<file path="src/rtl/arm_core_sequencer_pkg.sv">
// Shared encodings and helpers for the multi-cycle ARM control sequencer.
package arm_core_sequencer_pkg;

  localparam logic [2:0] ST_FETCH  = 3'd0;
  localparam logic [2:0] ST_DECODE = 3'd1;
  localparam logic [2:0] ST_EXEC   = 3'd2;
  localparam logic [2:0] ST_MEM    = 3'd3;
  localparam logic [2:0] ST_WB     = 3'd4;
  localparam logic [2:0] ST_HALT   = 3'd5;

  localparam int unsigned WORD_INC = 4;

  // CPSR flag positions shared with the datapath.
  localparam int unsigned N_BIT = 31;
  localparam int unsigned Z_BIT = 30;
  localparam int unsigned C_BIT = 29;
  localparam int unsigned V_BIT = 28;

  function automatic int unsigned cnt_width(input int unsigned max_count);
    return (max_count < 2) ? 1 : $clog2(max_count + 1);
  endfunction

endpackage

</file>
<file path="src/rtl/arm_core_sequencer_if.sv">
// Instruction- and data-memory req/ack buses driven by the sequencer.
interface arm_core_sequencer_if #(
  parameter int unsigned ADDR_W = 32
);

  logic              inst_req;
  logic [ADDR_W-3:0] inst_addr;
  logic              inst_ack;
  logic [31:0]       inst_rdata;

  logic              mem_req;
  logic              mem_we;
  logic [ADDR_W-3:0] mem_addr;
  logic [31:0]       mem_wdata;
  logic              mem_ack;
  logic [31:0]       mem_rdata;

  modport master (
    output inst_req, inst_addr,
    input  inst_ack, inst_rdata,
    output mem_req, mem_we, mem_addr, mem_wdata,
    input  mem_ack, mem_rdata
  );

  modport slave (
    input  inst_req, inst_addr,
    output inst_ack, inst_rdata,
    input  mem_req, mem_we, mem_addr, mem_wdata,
    output mem_ack, mem_rdata
  );

endinterface

</file>
<file path="src/rtl/arm_wait_timer.sv">
// Wait-state counter shared by the fetch and data-memory phases.
module arm_wait_timer
  import arm_core_sequencer_pkg::*;
#(
  parameter int unsigned TIMEOUT = 255
) (
  input  logic clk,
  input  logic rst,
  input  logic inc_i,
  input  logic clr_i,
  output logic expired_o
);

  localparam int unsigned CW = cnt_width(TIMEOUT);

  logic [CW-1:0] count_q, count_d;

  // TIMEOUT of zero never expires; the counter is then free to wrap.
  assign expired_o = (TIMEOUT != 0) && (count_q == CW'(TIMEOUT));

  always_comb begin
    count_d = count_q;
    if (clr_i) begin
      count_d = '0;
    end else if (inc_i && !expired_o) begin
      count_d = count_q + CW'(1);
    end
  end

  always_ff @(posedge clk or posedge rst) begin
    if (rst) begin
      count_q <= '0;
    end else begin
      count_q <= count_d;
    end
  end

endmodule

</file>
<file path="src/rtl/arm_core_sequencer.sv">
// Multi-cycle FETCH/DECODE/EXEC/MEM/WB sequencer with req/ack memories,
// wait-state timeout, misalignment fault and sticky halt.
module arm_core_sequencer
  import arm_core_sequencer_pkg::*;
#(
  parameter int unsigned       ADDR_W   = 32,
  parameter logic [ADDR_W-1:0] RESET_PC = '0,
  parameter int unsigned       TIMEOUT  = 255
) (
  input  logic                 clk,
  input  logic                 rst,
  arm_core_sequencer_if.master bus,
  output logic [31:0]          inst_reg,
  input  logic                 dec_cond_pass,
  input  logic                 dec_is_load,
  input  logic                 dec_is_store,
  input  logic                 dec_is_branch,
  input  logic                 dec_wb_rd,
  input  logic                 dec_set_flags,
  input  logic                 dec_halt,
  input  logic [31:0]          alu_out,
  input  logic [ADDR_W-1:0]    branch_target,
  input  logic [31:0]          store_data,
  output logic [31:0]          wb_data,
  output logic                 rd_we,
  output logic                 cpsr_we,
  output logic                 pc_we,
  output logic [ADDR_W-1:0]    pc_out,
  output logic                 halted,
  output logic                 fault
);

  logic [2:0]        state_q, state_d;
  logic [ADDR_W-1:0] pc_q, pc_d;
  logic [31:0]       inst_reg_q, inst_reg_d;
  logic [31:0]       wb_data_q, wb_data_d;
  logic [ADDR_W-3:0] mem_addr_q, mem_addr_d;
  logic              mem_we_q, mem_we_d;
  logic [31:0]       mem_wdata_q, mem_wdata_d;
  logic              halted_q, halted_d;
  logic              fault_q, fault_d;

  logic              expired;
  logic              inst_fire, mem_fire;
  logic [ADDR_W-1:0] pc_inc;

  // inst_req is gated by rst so the request vanishes the moment reset asserts,
  // even though the reset state itself is FETCH.
  assign bus.inst_req  = (state_q == ST_FETCH) && !expired && !rst;
  assign bus.inst_addr = pc_q[ADDR_W-1:2];
  assign bus.mem_req   = (state_q == ST_MEM) && !expired;
  assign bus.mem_we    = mem_we_q;
  assign bus.mem_addr  = mem_addr_q;
  assign bus.mem_wdata = mem_wdata_q;

  assign inst_fire = bus.inst_req && bus.inst_ack;
  assign mem_fire  = bus.mem_req && bus.mem_ack;
  assign pc_inc    = pc_q + ADDR_W'(WORD_INC);

  assign inst_reg = inst_reg_q;
  assign wb_data  = wb_data_q;
  assign pc_out   = pc_q;
  assign halted   = halted_q;
  assign fault    = fault_q;

  arm_wait_timer #(
    .TIMEOUT (TIMEOUT)
  ) u_wait_timer (
    .clk       (clk),
    .rst       (rst),
    .inc_i     ((bus.inst_req && !bus.inst_ack) || (bus.mem_req && !bus.mem_ack)),
    .clr_i     (inst_fire || mem_fire || (state_d != state_q)),
    .expired_o (expired)
  );

  always_comb begin
    state_d     = state_q;
    pc_d        = pc_q;
    inst_reg_d  = inst_reg_q;
    wb_data_d   = wb_data_q;
    mem_addr_d  = mem_addr_q;
    mem_we_d    = mem_we_q;
    mem_wdata_d = mem_wdata_q;
    halted_d    = halted_q;
    fault_d     = fault_q;
    rd_we       = 1'b0;
    cpsr_we     = 1'b0;
    pc_we       = 1'b0;

    case (state_q)
      ST_FETCH: begin
        if (expired) begin
          fault_d  = 1'b1;
          halted_d = 1'b1;
          state_d  = ST_HALT;
        end else if (inst_fire) begin
          inst_reg_d = bus.inst_rdata;
          state_d    = ST_DECODE;
        end
      end
      ST_DECODE: state_d = ST_EXEC;
      ST_EXEC: begin
        if (!dec_cond_pass) begin
          pc_d    = pc_inc;
          pc_we   = 1'b1;
          state_d = ST_FETCH;
        end else if (dec_halt) begin
          halted_d = 1'b1;
          state_d  = ST_HALT;
        end else if (dec_is_load || dec_is_store) begin
          if (alu_out[1:0] != 2'b00) begin
            fault_d  = 1'b1;
            halted_d = 1'b1;
            state_d  = ST_HALT;
          end else begin
            mem_addr_d  = alu_out[ADDR_W-1:2];
            mem_we_d    = dec_is_store;
            mem_wdata_d = store_data;
            state_d     = ST_MEM;
          end
        end else begin
          // Non-memory result is captured here; alu_out is stable through WB anyway.
          wb_data_d = alu_out;
          state_d   = ST_WB;
        end
      end
      ST_MEM: begin
        if (expired) begin
          fault_d  = 1'b1;
          halted_d = 1'b1;
          state_d  = ST_HALT;
        end else if (mem_fire) begin
          if (mem_we_q) begin
            pc_d    = pc_inc;
            pc_we   = 1'b1;
            state_d = ST_FETCH;
          end else begin
            wb_data_d = bus.mem_rdata;
            state_d   = ST_WB;
          end
        end
      end
      ST_WB: begin
        rd_we   = dec_wb_rd;
        cpsr_we = dec_set_flags && !dec_is_load;
        pc_we   = 1'b1;
        pc_d    = dec_is_branch ? (branch_target & ~ADDR_W'(2'b11)) : pc_inc;
        state_d = ST_FETCH;
      end
      ST_HALT: state_d = ST_HALT;
      default: state_d = ST_HALT;
    endcase
  end

  always_ff @(posedge clk or posedge rst) begin
    if (rst) begin
      state_q     <= ST_FETCH;
      pc_q        <= RESET_PC;
      inst_reg_q  <= '0;
      wb_data_q   <= '0;
      mem_addr_q  <= '0;
      mem_we_q    <= 1'b0;
      mem_wdata_q <= '0;
      halted_q    <= 1'b0;
      fault_q     <= 1'b0;
    end else begin
      state_q     <= state_d;
      pc_q        <= pc_d;
      inst_reg_q  <= inst_reg_d;
      wb_data_q   <= wb_data_d;
      mem_addr_q  <= mem_addr_d;
      mem_we_q    <= mem_we_d;
      mem_wdata_q <= mem_wdata_d;
      halted_q    <= halted_d;
      fault_q     <= fault_d;
    end
  end

endmodule

</file>
<file path="src/flat_wrapper.sv">
// flat-port wrapper written by rule: the top's interface ports become plain ports
module arm_core_sequencer_flat import arm_core_sequencer_pkg::*;
#(
  parameter int unsigned       ADDR_W   = 32,
  parameter logic [ADDR_W-1:0] RESET_PC = '0,
  parameter int unsigned       TIMEOUT  = 255
)
  (clk, rst, inst_reg, dec_cond_pass, dec_is_load, dec_is_store, dec_is_branch, dec_wb_rd, dec_set_flags, dec_halt, alu_out, branch_target, store_data, wb_data, rd_we, cpsr_we, pc_we, pc_out, halted, fault, bus_inst_req, bus_inst_addr, bus_inst_ack, bus_inst_rdata, bus_mem_req, bus_mem_we, bus_mem_addr, bus_mem_wdata, bus_mem_ack, bus_mem_rdata);
  arm_core_sequencer_if #(.ADDR_W(ADDR_W)) bus_i ();
  input  logic clk;
  input  logic rst;
  output logic [31:0] inst_reg;
  input  logic dec_cond_pass;
  input  logic dec_is_load;
  input  logic dec_is_store;
  input  logic dec_is_branch;
  input  logic dec_wb_rd;
  input  logic dec_set_flags;
  input  logic dec_halt;
  input  logic [31:0] alu_out;
  input  logic [ADDR_W-1:0] branch_target;
  input  logic [31:0] store_data;
  output logic [31:0] wb_data;
  output logic rd_we;
  output logic cpsr_we;
  output logic pc_we;
  output logic [ADDR_W-1:0] pc_out;
  output logic halted;
  output logic fault;
  output wire logic [$bits(bus_i.inst_req)-1:0] bus_inst_req;
  output wire logic [$bits(bus_i.inst_addr)-1:0] bus_inst_addr;
  input wire logic [$bits(bus_i.inst_ack)-1:0] bus_inst_ack;
  input wire logic [$bits(bus_i.inst_rdata)-1:0] bus_inst_rdata;
  output wire logic [$bits(bus_i.mem_req)-1:0] bus_mem_req;
  output wire logic [$bits(bus_i.mem_we)-1:0] bus_mem_we;
  output wire logic [$bits(bus_i.mem_addr)-1:0] bus_mem_addr;
  output wire logic [$bits(bus_i.mem_wdata)-1:0] bus_mem_wdata;
  input wire logic [$bits(bus_i.mem_ack)-1:0] bus_mem_ack;
  input wire logic [$bits(bus_i.mem_rdata)-1:0] bus_mem_rdata;
  assign bus_inst_req = bus_i.inst_req;
  assign bus_inst_addr = bus_i.inst_addr;
  assign bus_i.inst_ack = bus_inst_ack;
  assign bus_i.inst_rdata = bus_inst_rdata;
  assign bus_mem_req = bus_i.mem_req;
  assign bus_mem_we = bus_i.mem_we;
  assign bus_mem_addr = bus_i.mem_addr;
  assign bus_mem_wdata = bus_i.mem_wdata;
  assign bus_i.mem_ack = bus_mem_ack;
  assign bus_i.mem_rdata = bus_mem_rdata;
  arm_core_sequencer #(.ADDR_W(ADDR_W), .RESET_PC(RESET_PC), .TIMEOUT(TIMEOUT)) u_core (.clk(clk), .rst(rst), .bus(bus_i), .inst_reg(inst_reg), .dec_cond_pass(dec_cond_pass), .dec_is_load(dec_is_load), .dec_is_store(dec_is_store), .dec_is_branch(dec_is_branch), .dec_wb_rd(dec_wb_rd), .dec_set_flags(dec_set_flags), .dec_halt(dec_halt), .alu_out(alu_out), .branch_target(branch_target), .store_data(store_data), .wb_data(wb_data), .rd_we(rd_we), .cpsr_we(cpsr_we), .pc_we(pc_we), .pc_out(pc_out), .halted(halted), .fault(fault));
endmodule
</file>
<file path="config.mk">
export PLATFORM = sky130hd
export DESIGN_NAME = arm_core_sequencer_flat
export DESIGN_NICKNAME = d
export VERILOG_FILES = /design/src/rtl/arm_core_sequencer_pkg.sv /design/src/rtl/arm_core_sequencer_if.sv /design/src/rtl/arm_wait_timer.sv /design/src/rtl/arm_core_sequencer.sv /design/src/flat_wrapper.sv
export SDC_FILE = /design/constraint.sdc
export NUM_CORES = 1
export LEC_CHECK = 0
export CORE_MARGIN = 8
export CORE_UTILIZATION = 30
export CTS_BUF_LIST = sky130_fd_sc_hd__clkbuf_8
export DETAILED_ROUTE_END_ITERATION = 10
export PLACE_DENSITY_LB_ADDON = 0.1
export SLEW_MARGIN = 20
export SYNTH_ARGS = -nofsm -noshare
export SYNTH_HDL_FRONTEND = slang
export SYNTH_SLANG_ARGS = --single-unit
</file>
<file path="constraint.sdc">
create_clock -name clk -period 10.5 [get_ports clk]
set_clock_uncertainty 0.1 [all_clocks]
set_input_delay 2.1 -clock clk [delete_from_list [all_inputs] [get_ports clk]]
set_output_delay 2.1 -clock clk [all_outputs]
set_load 0.1 [all_outputs]
</file>
==> reports/metrics.csv, run 1 <==
metric;value;unit
top_layer;met5;
hold_viol_final;0;
place_inst;1382;
fin_crit_sh;64.7;%
synthFlopType;dfrtp_1;
max_stage_delay;1130;ps
port_buffers;362;
synthCells;746;
critPathMostFrequentCell;clkdlybuf4s50_1;
hold_class;flip-flop to flip-flop;
cts_buffer_depth;2;
syn_area;8000;µm²
p_per_area;100;nW/µm²
maxSlewHeadroom;24.0;%
multi_input_area;3270;µm²
fillers;2566;
die_y;179;µm
wl_met3;3210;µm
yosys.area_share.xor_xnor;0.766;%
worstSetupPathType;input port to output port;
synthArstFlopShare;100;%
hold_buffers;0;
routed_wl;28800;µm
status;completed;
worstMarginPinSlew;1140;ps
grt_max_degree;65;
regArea;4250;µm²
wl_met2;13300;µm
clkSinkCount;170;
drtIter0Drc;384;
place.gp.congestion;0.737;
setup_tns;0;ps
cp_num_buf_inv;4;
min_from;u_core.halted;
synth_seq_cells;170;
muxShareOfSynthArea;13.6;%
num_rows;59;
leakagePower;5.26;nW
synth.distinct_cells;60;
post-synth-top-count-cell;dfrtp_1;
drc_errors;0;
die_x;179;µm
synth-edff-count;0;
ys_seq_area_share;53.2;%
ant_nets;0;
crit_path_start_kind;input port;
fmax;147;MHz
clk_latency;450;ps
path_clk_slew;100;ps
min_to;u_core.halted;
worstPathMaxFanout;27;
cts_setup_buffers;0;
critPathTopFamily;buffers and inverters;
worstPathRequired;8300;ps
drive_above_1_share;14.0;%
synth_top_area_share;53.2;%
synth_warnings;0;
dp_hpwl;21100;µm
via_count;6947;
yosys-top-cells-count;170 x dfrtp_1, 96 x nand2_1, 95 x mux2_2;
final-setup-viol-count;0;
tritoncts;built;
maxCapViolations;0;
die-area;32200;µm²
grt_pass1_vias;7107;
cts_made_buffers;17;
slowest_stage;clkdlybuf4s50_1;
ios;367;
synth_top_family_by_area;simple AND/OR/NAND/NOR gates;
worstPathCellList;clkdlybuf4s50_1, nor3b_2, o21ai_1, a22o_1, buf_4, clkinv_1, clkdlybuf4s50_1;
slew_violations;0;
cts-root-buf;clkbuf_8;
syn_area_per_cell;10.7;µm²
synth_area_leader_cell;dfrtp_1;
cp_data_arrival_time;4590;ps
start_util;30.6;%
hold_path_depth;1;
diodes;0;
synth-simple-area-share;14.4;%
coreArea;26100;µm²
synthTopCellsByArea;dfrtp_1 53%, mux2_2 13%, nand2_1 4.5%;
crit-reg2reg-launch;u_core.state_q[2];
grt_overflow;0;
synth_compound_area_share;11.5;%
grt_first_pass_wirelength;42800;µm
dr.pass1.iters;5;
wl_met1;11800;µm
fin_crit;6790;ps
ff2ff_path_depth;6;
rsz0062_at_grt;false;
fin_nets;1239;
grt_antenna_before_repair;5;
yosys.area_share.adder;0.313;%
wl_per_cell;20.4;µm
peakVddDrop;0.0000546;V
syn_to_final_growth;51.3;%
htreeDepth;4;
r2r_slack;7600;ps
grt_usage;17.4;%
stdcell_count;1414;
end_kind;output port;
cts_resized;0;
r2r_end;u_core.pc_out[25];
via_per_inst;4.91;
worst reg2reg max path: stages, from the launching register on:
cell     delay [ps]
dfrtp_1         700
and3b_1         330
buf_4           410
nand2_1         140
a221o_1         470
or3b_2          530
o221a_2         130
metrics by stage:
stage	power [W]	worst slack [ps]	util (%)	hold slack, ps	area (µm²)
3_3_place_gp	0.000760	3690	44.8	353	11700
5_1_grt	0.00126	3610	46.3	401	12100
2_1_floorplan	0.000688	3490	-	438	8010
6_report	0.00122	3710	46.3	376	12100
3_5_place_dp	0.000760	3690	44.8	357	11700
4_1_cts	0.00124	3690	46.3	376	12100
layer usage:
layer / up-vias / global-route usage (%)
li1: 3272 / -
met1: 3374 / 20.7
met2: 259 / 28.2
met3: 32 / 7.94
met4: 10 / 4.58
met5: - / 0
cell usage in the layout, fill, tap and decap left out, drive strengths merged, types with 3 or more instances in the layout:
| cell type | n |
|---|---|
| or2 | 3 |
| a2bb2oi | 12 |
| or3 | 3 |
| a22oi | 4 |
| nor2b | 3 |
| clkinv | 9 |
| nor3b | 3 |
| o22ai | 10 |
| a31oi | 35 |
| o21ai | 23 |
| and2 | 3 |
| a21oi | 32 |
| mux2 | 95 |
| inv | 19 |
| clkbuf | 17 |
| and4 | 3 |
| and3 | 8 |
| buf | 12 |
| xnor2 | 7 |
| nand2 | 96 |
| nor2 | 45 |
| dfrtp | 170 |
| clkdlybuf4s50 | 362 |
| nor3 | 16 |
| nand4 | 12 |
| nand3 | 28 |
| nor4 | 6 |
| o211ai | 7 |
power breakdown:
group | internal, W | switching [W]
sequential | 0.000655 | 0.000000123
clock | 0.000178 | 0.000292
combinational | 0.0000577 | 0.0000335
total | 0.000890 | 0.000326
area by class of cell:
class                      instances  area share, %
tap                              335           3.46
inverter                          13          0.444
sequential                       170           35.1
multi-input combinational        490           27.0
clock buffer                      17           1.93
timing repair buffer             374           30.7
clock inverter                    15           1.30
how the worst max path moves through the flow:
stage / from / depth (start not counted) / slack, ps / to
floorplan: rst / 5 / 3490 / u_core.u_wait_timer.count_q[0]
global placement: dec_cond_pass / 7 / 3690 / pc_we
detailed placement: dec_cond_pass / 7 / 3690 / pc_we
CTS: dec_cond_pass / 7 / 3690 / pc_we
global route: dec_cond_pass / 7 / 3610 / pc_we
finish: dec_cond_pass / 7 / 3710 / pc_we
kinds of logic after synthesis:
logic type,after synthesis
other cells,1
mux,97
buf+inv,87
compound gates,141
flops,170
fa+ha+maj,2
simple gates,241
xor+xnor,7
No activity file was read; power rests on OpenSTA's default activity.
==> run 2: changes to the inputs <==
Clock period 10.5 ns to 5.5 ns, I/O delays scaled along.
==> reports/metrics.csv, run 2 (synthesized netlist as in run 1, its figures left out) <==
metric;value;unit
die_x;179;µm
final_area;12200;µm²
worstPathCellList;clkdlybuf4s50_1, nor3b_2, o21ai_1, a22o_1, buf_4, clkinv_1, buf_4, buf_12;
timing.hold.ws;375;ps
place.gp.congestion;0.764;
worstPathRequired;4300;ps
clk_latency;450;ps
hold_viol_final;0;
grt_max_degree;171;
postPlaceCellArea;11700;µm²
worstPathMaxFanout;27;
start_util;30.6;%
fin_nets;1238;
wl_per_cell;20.3;µm
maxCapViolations;0;
die_y;179;µm
slew_violations;0;
top_layer;met5;
final_common_cell;clkdlybuf4s50_1;
wl_met3;3350;µm
grt_pass1_vias;7094;
worstSetupPathType;input port to output port;
cp_data_arrival_time;3000;ps
htreeDepth;4;
hold_class;flip-flop to flip-flop;
peakVddDrop;0.000126;V
syn_to_final_growth;51.9;%
cts_made_buffers;17;
port_buffers;362;
hold_buffers;0;
maxSlewHeadroom;24.2;%
fillers;2520;
via_count;6872;
cts_resized;0;
coreArea;26100;µm²
status;completed;
p_per_area;201;nW/µm²
cts_setup_buffers;0;
rsz0062_at_grt;false;
end_kind;output port;
grt_antenna_before_repair;5;
drive_above_1_share;14.2;%
fmax;238;MHz
ant_nets;0;
dr.pass1.iters;5;
path_clk_slew;100;ps
cts-root-buf;clkbuf_8;
worstMarginPinSlew;1130;ps
slowest_stage;clkdlybuf4s50_1;
max_stage_delay;570;ps
grt_overflow;0;
die-area;32200;µm²
wl_met1;11500;µm
setup_tns;0;ps
drc_errors;0;
crit_path_start_kind;input port;
fin_crit_sh;76.4;%
leakagePower;5.29;nW
critPathMostFrequentCell;buf_4;
cts_buffer_depth;2;
via_per_inst;4.86;
final-setup-viol-count;0;
dp_hpwl;20900;µm
fin_crit;4200;ps
ios;367;
drtIter0Drc;475;
wl_met2;13400;µm
grt_first_pass_wirelength;43200;µm
tritoncts;built;
final_util;46.5;%
routed_wl;28700;µm
grt_usage;17.6;%
clkSinkCount;170;
mostFrequentLayoutCells;358 x clkdlybuf4s50_1, 170 x dfrtp_1, 96 x nand2_1;
num_rows;59;
[run 2: cell types whose count changed in the layout (fill, tap and decap cells not counted), sizes merged]
cell	delta
clkinvlp	+2
clkdlybuf4s50	-4
bufinv	+4
clkinv	-6
diode	+1
buf	+3
[run 2: worst paths after layout]
check                             startpoint                      end  slack, ps  cells past startpoint
setup / recovery               dec_cond_pass                    pc_we       1300                      8
hold / removal                 u_core.halted            u_core.halted        370                      1
setup reg to reg           u_core.state_q[0]        u_core.pc_out[25]       2680                      6
hold reg to reg                u_core.halted            u_core.halted        370                      1
max in group asynchronous                rst         u_core.pc_out[4]       3300                      3
min in group asynchronous                rst  u_core.bus.mem_wdata[7]       1260                      3
[run 2: cell type report]
type                       instances  area (µm²)  share of cell area (%)
antenna                            1        2.50                  0.0206
inverter                          13        52.6                   0.432
clock buffer                      17         234                    1.92
sequential                       170        4250                    35.0
multi-input combinational        490        3270                    26.9
tap                              335         419                    3.45
timing repair buffer             373        3720                    30.6
clock inverter                    15         210                    1.73
[run 2: worst max-delay path, delay by kind of cell]
family          cells  cell delay (ps)
compound gates      2              410
buf+inv             5             1410
simple gates        1               70
[run 2: metrics by stage]
stage | power [W] | setup slack, ps | std cells
after detailed placement | 0.00145 | 1290 | 1381
after global routing | 0.00255 | 1170 | 1414
after global placement | 0.00145 | 1280 | 1381
final | 0.00244 | 1300 | 1414
after floorplan | 0.00131 | 776 | 747
after CTS | 0.00249 | 1290 | 1413
[run 2: power by group]
part	internal (W)	switching, W
Sequential	0.00125	0.000000238
Combinational	0.000111	0.0000635
Clock	0.000506	0.000511
[run 2: routing by layer]
layer  track usage (%)  up-vias
li1                  -     3269
met1              21.0     3305
met2              28.1      268
met3              8.68       22
met4              4.13        8
met5                 0        -
